File: config.mk
export PLATFORM = sky130hd
export DESIGN_NAME = seg7_disp_sched
export DESIGN_NICKNAME = d
export VERILOG_FILES = /design/src/rtl/seg7_pkg.sv /design/src/rtl/seg7_rr_pick.sv /design/src/rtl/seg7_disp_sched.sv
export SDC_FILE = /design/constraint.sdc
export NUM_CORES = 1
export LEC_CHECK = 0
export ABC_AREA = 1
export CAP_MARGIN = 40
export CORE_MARGIN = 4
export CORE_UTILIZATION = 30
export CTS_CLUSTER_DIAMETER = 50
export DETAILED_ROUTE_END_ITERATION = 8
export GPL_ROUTABILITY_DRIVEN = 0
export GPL_TIMING_DRIVEN = 0
export HOLD_SLACK_MARGIN = 0.12
export PLACE_DENSITY = 0.57
export SYNTH_ARGS = -nofsm -noshare
export SYNTH_HDL_FRONTEND = slang
export SYNTH_SLANG_ARGS = --single-unit
File: constraint.sdc
create_clock -name clk -period 3.2 [get_ports clk]
set_input_delay 0.96 -clock clk [delete_from_list [all_inputs] [get_ports clk]]
set_output_delay 0.96 -clock clk [all_outputs]
set_load 0.01 [all_outputs]
File: src/rtl/seg7_pkg.sv
// Shared types and constants for the seven-segment display scheduler.
package seg7_pkg;

  typedef enum logic [0:0] {
    ST_IDLE = 1'b0,
    ST_SHOW = 1'b1
  } seg7_state_e;

  localparam int SEG7_DIGITS = 4;
  localparam int SEG7_VAL_W  = 16;
  localparam logic [15:0] SEG7_BLANK_CODE = 16'h0000;

  // Round-robin successor of idx among n requesters (wraps at n, not at a power of two).
  function automatic int seg7_wrap_inc(input int idx, input int n);
    return ((idx + 1) >= n) ? 0 : (idx + 1);
  endfunction

endpackage

File: src/rtl/seg7_rr_pick.sv
// Combinational round-robin selector: first set request at or after ptr_i,
// wrapping modulo NREQ, optionally skipping one excluded index.
module seg7_rr_pick
  import seg7_pkg::*;
#(
  parameter int NREQ = 3,
  parameter int PW   = 2
) (
  input  logic [NREQ-1:0] req_i,
  input  logic [PW-1:0]   ptr_i,
  input  logic [PW-1:0]   exclude_idx_i,
  input  logic            exclude_en_i,
  output logic [PW-1:0]   sel_o,
  output logic            valid_o
);

  // Scan from farthest to nearest offset so the nearest hit overwrites.
  always_comb begin
    sel_o   = PW'(0);
    valid_o = 1'b0;
    for (int k = NREQ - 1; k >= 0; k--) begin
      int  idx;
      logic hit;
      idx     = (int'(ptr_i) + k) % NREQ;
      hit     = req_i[idx] & ~(exclude_en_i & (int'(exclude_idx_i) == idx));
      sel_o   = hit ? PW'(idx) : sel_o;
      valid_o = valid_o | hit;
    end
  end

endmodule

File: src/rtl/seg7_disp_sched.sv
// Round-robin time-sharing of one 4-digit BCD display with a minimum dwell per owner.
// Optional blinking display is enabled by defining SEG7_BLINK_EN.
module seg7_disp_sched
  import seg7_pkg::*;
#(
  parameter int NREQ      = 3,
  parameter int HOLD_CYC  = 1000,
  parameter int BLINK_DIV = 500
) (
  input  logic                       clk,
  input  logic                       clr,
  input  logic [NREQ-1:0]            req,
  input  logic [NREQ*SEG7_VAL_W-1:0] val,
  input  logic [NREQ-1:0]            blink_req,
  output logic [NREQ-1:0]            grant,
  output logic [SEG7_VAL_W-1:0]      x,
  output logic                       blank,
  output logic                       busy
);

  localparam int PW = $clog2(NREQ);
  localparam int CW = $clog2(HOLD_CYC);
  localparam logic [CW-1:0] CNT_MAX = CW'(HOLD_CYC - 1);

  seg7_state_e           state_q, state_d;
  logic [CW-1:0]         cnt_q, cnt_d;
  logic [PW-1:0]         ptr_q, ptr_d;
  logic [PW-1:0]         owner_q, owner_d;
  logic [NREQ-1:0]       grant_q, grant_d;
  logic [SEG7_VAL_W-1:0] x_q, x_d;
  logic                  blank_q, blank_d;
  logic                  busy_q, busy_d;

  logic [SEG7_VAL_W-1:0] owner_val_s;
  logic                  owner_req_s;
  logic                  owner_blink_s;
  logic [PW-1:0]         nxt_owner_s;
  logic [PW-1:0]         pick_ptr_s;
  logic                  pick_excl_en_s;
  logic [PW-1:0]         pick_sel_s;
  logic                  pick_valid_s;
  logic                  show_blank_s;

  function automatic logic [NREQ-1:0] onehot(input logic [PW-1:0] idx);
    logic [NREQ-1:0] v;
    for (int i = 0; i < NREQ; i++) begin
      v[i] = (idx == PW'(i));
    end
    return v;
  endfunction

  // Per-owner views of the request, value and blink inputs.
  always_comb begin
    owner_val_s   = SEG7_BLANK_CODE;
    owner_req_s   = 1'b0;
    owner_blink_s = 1'b0;
    for (int i = 0; i < NREQ; i++) begin
      owner_val_s   = (owner_q == PW'(i)) ? val[i*SEG7_VAL_W +: SEG7_VAL_W] : owner_val_s;
      owner_req_s   = (owner_q == PW'(i)) ? req[i] : owner_req_s;
      owner_blink_s = (owner_q == PW'(i)) ? blink_req[i] : owner_blink_s;
    end
  end

  assign nxt_owner_s    = PW'(seg7_wrap_inc(int'(owner_q), NREQ));
  assign pick_ptr_s     = (state_q == ST_SHOW) ? nxt_owner_s : ptr_q;
  assign pick_excl_en_s = (state_q == ST_SHOW);

  seg7_rr_pick #(
    .NREQ (NREQ),
    .PW   (PW)
  ) u_pick (
    .req_i         (req),
    .ptr_i         (pick_ptr_s),
    .exclude_idx_i (owner_q),
    .exclude_en_i  (pick_excl_en_s),
    .sel_o         (pick_sel_s),
    .valid_o       (pick_valid_s)
  );

`ifdef SEG7_BLINK_EN
  localparam int BW = (BLINK_DIV > 1) ? $clog2(BLINK_DIV) : 1;
  localparam logic [BW-1:0] BLINK_MAX = BW'(BLINK_DIV - 1);

  logic [BW-1:0] bcnt_q;
  logic          phase_q;

  // Free-running blink phase; never restarted by grant changes.
  always_ff @(posedge clk) begin
    if (clr) begin
      bcnt_q  <= BW'(0);
      phase_q <= 1'b0;
    end else if (bcnt_q == BLINK_MAX) begin
      bcnt_q  <= BW'(0);
      phase_q <= ~phase_q;
    end else begin
      bcnt_q  <= bcnt_q + BW'(1);
      phase_q <= phase_q;
    end
  end

  assign show_blank_s = owner_blink_s ? phase_q : 1'b0;
`else
  logic unused_blink_s;
  assign unused_blink_s = ^{blink_req, owner_blink_s, (BLINK_DIV > 0)};
  assign show_blank_s   = 1'b0;
`endif

  // Scheduler next state: arbitration, dwell counting and hand-over.
  always_comb begin
    state_d = state_q;
    cnt_d   = cnt_q;
    ptr_d   = ptr_q;
    owner_d = owner_q;
    grant_d = grant_q;
    x_d     = x_q;
    blank_d = blank_q;
    busy_d  = busy_q;
    case (state_q)
      ST_IDLE: begin
        if (pick_valid_s) begin
          state_d = ST_SHOW;
          owner_d = pick_sel_s;
          grant_d = onehot(pick_sel_s);
          busy_d  = 1'b1;
          cnt_d   = CW'(0);
        end else begin
          state_d = ST_IDLE;
        end
      end
      ST_SHOW: begin
        x_d     = owner_val_s;
        blank_d = show_blank_s;
        if (cnt_q == CNT_MAX) begin
          if (pick_valid_s) begin
            owner_d = pick_sel_s;
            grant_d = onehot(pick_sel_s);
            cnt_d   = CW'(0);
            ptr_d   = nxt_owner_s;
          end else if (owner_req_s) begin
            cnt_d = CNT_MAX;
          end else begin
            // Nobody wants the display: go dark but leave x at its last value.
            state_d = ST_IDLE;
            grant_d = {NREQ{1'b0}};
            busy_d  = 1'b0;
            blank_d = 1'b1;
            ptr_d   = nxt_owner_s;
            cnt_d   = CW'(0);
          end
        end else begin
          cnt_d = cnt_q + CW'(1);
        end
      end
      default: begin
        state_d = ST_IDLE;
        grant_d = {NREQ{1'b0}};
        busy_d  = 1'b0;
        blank_d = 1'b1;
        cnt_d   = CW'(0);
      end
    endcase
  end

  // State and output registers with synchronous clear.
  always_ff @(posedge clk) begin
    if (clr) begin
      state_q <= ST_IDLE;
      cnt_q   <= CW'(0);
      ptr_q   <= PW'(0);
      owner_q <= PW'(0);
      grant_q <= {NREQ{1'b0}};
      x_q     <= SEG7_BLANK_CODE;
      blank_q <= 1'b1;
      busy_q  <= 1'b0;
    end else begin
      state_q <= state_d;
      cnt_q   <= cnt_d;
      ptr_q   <= ptr_d;
      owner_q <= owner_d;
      grant_q <= grant_d;
      x_q     <= x_d;
      blank_q <= blank_d;
      busy_q  <= busy_d;
    end
  end

  assign grant = grant_q;
  assign x     = x_q;
  assign blank = blank_q;
  assign busy  = busy_q;

endmodule

## Word-level counts from Yosys, hierarchy flattened

Index checks and enable logic that the tools add are counted.

- Bitwise operators: 12
- Equal/unequal tests: 14
- Reduce and logical (&&, ||, !) cells: 5
- Multipliers: 0
- Multiplexer cells: 48
- Divide/modulo/power cells: 3
- $add $sub $neg: 4
- Magnitude comparators: 4
- Shift operators: 0

Operators by type and width:

| cell | count |
|---|---|
| $eq A3 B32 Y1 | 3 |
| $lt A32 B4 Y1 const B | 3 |
| $mod A32 B3 Y32 const B | 2 |
| $mux W16 | 3 |
| $mux W10 | 4 |
| $mod A3 B3 Y32 const B | 1 |
| $mux W1 | 20 |
| $pmux W10 S2 | 1 |
| $mux W2 | 9 |
| $mux W3 | 4 |
| $add A10 B1 Y10 const B | 1 |
| $eq A10 B10 Y1 const B | 1 |
| $add A2 B1 Y3 const B | 2 |
| $and A1 B1 Y1 | 6 |
| $bmux W1 S2 | 3 |
| $ne A2 B2 Y1 const B | 3 |
| $pmux W3 S2 | 1 |
| $reduce_and A3 Y1 | 2 |
| $eq A2 B1 Y1 const B | 2 |
| $eq A2 B2 Y1 const B | 2 |
| $logic_not A2 Y1 | 2 |
| $ne A2 B1 Y1 const B | 2 |
| $not A1 Y1 | 4 |
| $pmux W1 S2 | 2 |
| other kinds (6) | 7 |

- Logic and storage cells: 98
- Register bits: 36
- Memory bits (writable): 0
- Bits in latches: 0
- Input port bits: 56
- Memories: 0
- Output and inout port bits: 21
- Bits in read-only memories: 0

## Depth between registers and ports, before layout

- Word-level depth: 17
- Mapped depth: 22
- Gate-level depth less buffers: 22

## Hierarchy

From an unflattened synthesis, not the netlist that was laid out.

- Cells, all modules: 351
- Area, all modules: 2357.3 sq um

Modules (own cells, without submodules):

| module | area an instance (sq um) | instances | seq. area each (sq um) | cells each |
|---|---|---|---|---|
| seg7_disp_sched | 1880.6 | 1 | 720.7 | 266 |
| seg7_rr_pick | 476.7 | 1 | 0.0 | 85 |

## Worst setup path before layout

No wires, ideal clock.

- Path kind: register to register
- From: reg state_q, in the netlist pick_excl_en_s
- To: reg grant_q[0], in the netlist grant[0]
- Stages on the path, launching flop included: 18
- Clock period less this slack: 2.931 ns
- Setup time: 0.111 ns
- Arrival: 2.819 ns
- Slack: 0.269 ns
- Path through: dfxtp_1 > buf_2 > clkbuf_1 > o21ai_0 > ha_1 > buf_4 > nand3_1 > ha_1 > inv_1 > nand2_1 > nand2_1 > nand3_1 > o21ai_4 > nand3_4 > a21oi_1 > nor2_1 > nor2_1 > nor2_1

- Word-level cells in the longest chain between the ends: 14
- Elaborated cells on any way between the ends: 42
- Classes of those cells: add/sub: 2; div: 3; eq/ne: 6; mux: 17; bitwise: 12; reduce/logical: 2

Ends and longest elaborated chain:

| element | RTL line | text |
|---|---|---|
| start, declared | seg7_disp_sched.sv:25 | `seg7_state_e state_q, state_d;` |
| start signal, assigned | seg7_disp_sched.sv:176 | `state_q <= state_d;` |
| $mux W2 | seg7_disp_sched.sv:65 | `assign pick_ptr_s = (state_q == ST_SHOW) ? nxt_owner_s : ptr_q;` |
| $add A2 B2 Y3 | seg7_rr_pick.sv:24 | `idx = (int'(ptr_i) + k) % NREQ;` |
| $mod A32 B3 Y32 | seg7_rr_pick.sv:24 |  |
| $eq A3 B32 Y1 / $bmux W1 S2 (equally long branches) | seg7_rr_pick.sv:25 | `hit = req_i[idx] & ~(exclude_en_i & (int'(exclude_idx_i) == idx));` |
| $and A1 B1 Y1 / $mux W1 (equally long branches) | seg7_rr_pick.sv:25 |  |
| $not A1 Y1 / $mux W1 (equally long branches) | seg7_rr_pick.sv:25 |  |
| $and A1 B1 Y1 | seg7_rr_pick.sv:25 |  |
| $mux W2 (3 in a row) | seg7_rr_pick.sv:26 | `sel_o = hit ? PW'(idx) : sel_o;` |
| $logic_not A2 Y1 | seg7_disp_sched.sv:47 | `v[i] = (idx == PW'(i));` |
| $mux W3 | seg7_disp_sched.sv:134 | `if (pick_valid_s) begin` |
| $mux W3 | seg7_disp_sched.sv:133 | `if (cnt_q == CNT_MAX) begin` |
| $pmux W3 S2 | seg7_disp_sched.sv:118 | `case (state_q)` |
| end signal, assigned | seg7_disp_sched.sv:171 | `grant_q <= {NREQ{1'b0}};` |
| end signal, assigned | seg7_disp_sched.sv:180 | `grant_q <= grant_d;` |
| end, declared | seg7_disp_sched.sv:29 | `logic [NREQ-1:0] grant_q, grant_d;` |

Several ways; a longest one is shown, not always the timed one. The select of a mux whose other input is x is not followed.
A chain may end at the register's enable or synchronous reset.

## Final worst setup path

- From: reg owner_q[1]
- To: reg cnt_q[7]

- Word-level cells in the longest chain between the ends: 15
- Elaborated cells on any way between the ends: 43
- Classes of those cells: add/sub: 3; div: 3; order compare: 1; eq/ne: 6; mux: 18; bitwise: 11; reduce/logical: 1

Ends and longest elaborated chain:

| element | RTL line | text |
|---|---|---|
| start, declared | seg7_disp_sched.sv:28 | `logic [PW-1:0] owner_q, owner_d;` |
| start signal, assigned | seg7_disp_sched.sv:179 | `owner_q <= owner_d;` |
| $add A2 B1 Y3 | seg7_pkg.sv:15 | `return ((idx + 1) >= n) ? 0 : (idx + 1);` |
| $ge A3 B2 Y1 | seg7_pkg.sv:15 |  |
| $mux W2 | seg7_pkg.sv:15 |  |
| $mux W2 | seg7_disp_sched.sv:65 |  |
| $add A2 B2 Y3 / $add A2 B1 Y3 (equally long branches) | seg7_rr_pick.sv:24 |  |
| $mod A32 B3 Y32 | seg7_rr_pick.sv:24 |  |
| $eq A3 B32 Y1 / $bmux W1 S2 (equally long branches) | seg7_rr_pick.sv:25 |  |
| $and A1 B1 Y1 / $mux W1 (equally long branches) | seg7_rr_pick.sv:25 |  |
| $not A1 Y1 / $mux W1 (equally long branches) | seg7_rr_pick.sv:25 |  |
| $and A1 B1 Y1 | seg7_rr_pick.sv:25 |  |
| $or A1 B1 Y1 (2 in a row) | seg7_rr_pick.sv:27 | `valid_o = valid_o \| hit;` |
| $mux W10 | seg7_disp_sched.sv:134 |  |
| $mux W10 | seg7_disp_sched.sv:133 |  |
| $pmux W10 S2 | seg7_disp_sched.sv:118 |  |
| end signal, assigned | seg7_disp_sched.sv:177 | `cnt_q <= cnt_d;` |
| end, declared | seg7_disp_sched.sv:26 | `logic [CW-1:0] cnt_q, cnt_d;` |

Several ways; a longest one is shown, not always the timed one. The select of a mux whose other input is x is not followed.

==> reports/results.txt <==
Status -> finished clean
Starting Density -> 31.1%
Slew Viols, Final -> 0
Largest net degree at the start of global routing -> 12
Non-filler cells, final -> 532
Die extent in y -> 95.2 um
Clk root buf -> clkbuf_8
Tmin final -> 2.93 ns
Worst Setup Path Type -> flop to flop
Nature of the critical path endpoint -> flop
Placed Cells -> 518
Setup violations, final -> 0
Fmax achieved -> 342 MHz
Leak pwr -> 1.37 nW
P&R area growth vs syn -> 47.2%
Worst Hold Class -> flop to flop
Yosys warnings -> 0
Crit path DAT -> 3.14 ns
# rows -> 31
Worst reg2reg setup slack -> 0.27 ns
Total I/O pin count -> 77
DRT Wirelength -> 6550 um
Net Count, Synth -> 413
Vias in the first global route -> 2,339
Core footprint -> 0.00733 mm2
Post-synthesis sequential area ratio -> 31.6%
Power per Cell Area -> 865 mW/mm2
Most frequent cells in the layout -> nand2_1, clkdlybuf4s50_1, dfxtp_1
CTS Buf Count -> 5
Clock Latency Late Sink -> 0.28 ns
First-pass GRT wire length -> 10,700 um
DRT Pass-1 Iters -> 4
N_diodes -> 0
Maxcap violations -> 0
DP HPWL -> 5030 um
Crit share post-route -> 91.4%
Clk_skew -> 0.00438 ns
CTS tree -> yes
Port buffer count -> 72
GRT Overall Usage -> 14.8%
VDD IR max -> 0.344 mV
Clock input transition at the sequential cells of the worst setup and hold paths -> 0.08 ns
Crit-path max FO -> 9
Rel. slew slack -> 67.8%
Synth unique cells -> 34
H-tree levels -> 2
Slew @ Worst Pin -> 0.483 ns
Synth Cell Area -> 0.00228 mm2
Final Util -> 45.8%
DRC viols -> 0
Die width -> 95.2 um
Clk buf depth -> 2
Post-route setup TNS -> 0 ns
Grt ovf -> 0
Initial antenna violation count -> 0
Final Hold Fails -> 0
Die area -> 0.00906 mm2
Initial drt markers -> 87
Post-Syn Area per Cell -> 6.57 um2
Wire length per cell -> 12.3 um
CP required -> 3.42 ns
FF+latch count, synth -> 36
Fin nets -> 498
DR vias/cell -> 4.68
Most common cell after layout, fill and taps aside -> nand2_1
CP startpoint kind -> flop
Cells after Synth -> 347
Final ANT Viol Nets -> 0
Clock Sinks -> 36
Share of cells above drive strength 1 -> 10.6%
Routed via count -> 2,488
critical path, cell delays in order (launching register included):
cell,delay [ns]
dfxtp_4,0.39
inv_2,0.06
nand2_2,0.11
clkinv_4,0.10
nand2_1,0.11
o21ai_4,0.08
ha_1,0.27
buf_4,0.15
nand3_2,0.09
ha_1,0.30
inv_1,0.05
nand2_1,0.04
nand2_1,0.07
nand3_1,0.12
o21ai_4,0.21
nand3_4,0.19
a21oi_4,0.29
nand2_1,0.08
a21oi_1,0.13
worst paths after layout:
kind | start | endpoint | cells after the start
hold / removal | grant[1] | grant[1] | 2
hold reg to reg | grant[1] | grant[1] | 2
setup reg to reg | owner_q[1] | cnt_q[7] | 18
setup / recovery | owner_q[1] | cnt_q[7] | 18
report_power, final:
group	switching, mW	leakage, nW	internal (mW)
registers	0.0799	0.297	0.582
clock network	0.167	0.0645	0.275
logic	1.06	1.01	0.743
total	1.30	1.37	1.60
per-layer routing:
layer  vias up  GRT usage (%)  share of wire, %
met5         -              0                 0
met4         0           3.25              0.55
met3         4           6.31                11
met2        87           23.8                45
met1      1094           18.2                44
li1       1303              -                 -
registers in the layout, summed over array words and instances, names as in the netlist:
| name | count |
|---|---|
| pick_excl_en_s | 1 |
| grant | 3 |
| blank | 1 |
| ptr_q | 2 |
| x | 16 |
| busy | 1 |
| cnt_q | 10 |
| owner_q | 2 |
area by class of cell:
type | count | area (um2)
multi-input combinational | 261 | 1390
sequential | 36 | 728
clock inverter | 1 | 30.0
buffer | 14 | 80.1
inverter | 36 | 140
clock buffer | 7 | 96.3
timing repair buffer | 78 | 766
tap | 99 | 124
fill | 761 | 3970
cells in the mapped netlist, drive strengths merged:
master / number / area share, %
o21ai: 27 / 6.6
clkinv: 1 / 0.16
nor4: 1 / 0.93
xor2: 3 / 1.2
a21o: 1 / 0.33
o22ai: 1 / 0.27
o21a: 1 / 0.33
o211ai: 1 / 0.33
nand3b: 1 / 0.33
nand3: 20 / 4.9
a31oi: 6 / 1.6
and2: 1 / 0.27
or2: 2 / 0.55
ha: 10 / 5.5
inv: 35 / 5.8
xnor2: 3 / 1.2
nor2: 24 / 4.4
nor3: 2 / 0.44
nand2: 119 / 20
buf: 4 / 1.1
dfxtp: 36 / 32
nand4: 2 / 0.55
a21oi: 26 / 6.2
clkbuf: 10 / 1.6
a41oi: 10 / 3.8
stage by stage:
| step | area, um2 | setup WS (ns) | hold slack [ns] | power, mW |
|---|---|---|---|---|
| 2_1_floorplan | 2280 | 0.269 | 0.455 | 1.77 |
| 3_3_place_gp | 3130 | -0.372 | 0.444 | 2.33 |
| 3_5_place_dp | 3130 | -0.392 | 0.456 | 2.33 |
| 4_1_cts | 3290 | 0.00331 | 0.469 | 2.86 |
| 5_1_grt | 3360 | -0.00154 | 0.509 | 3.19 |
| 6_report | 3360 | 0.274 | 0.469 | 2.90 |
cell families after synthesis:
| group | Yosys count | share of synthesized area [%] |
|---|---|---|
| XOR/XNOR | 6 | 2.30 |
| buffers and inverters | 50 | 8.67 |
| AO/OA/AOI/OAI | 73 | 19.5 |
| AND/OR/NAND/NOR | 172 | 32.4 |
| flip-flops | 36 | 31.6 |
| adder cells (fa/ha/maj) | 10 | 5.49 |
timing repair:
| action | 4_1_cts | 5_1_grt |
|---|---|---|
| setup endpoints to repair | 20 | 20 |
| gates resized for setup | 11 | 11 |
| pin swaps | 2 | 5 |
| setup buffers | 2 | 4 |
| hold buffers | 0 | 0 |
Note: power is estimated with default switching activity, not from simulation.
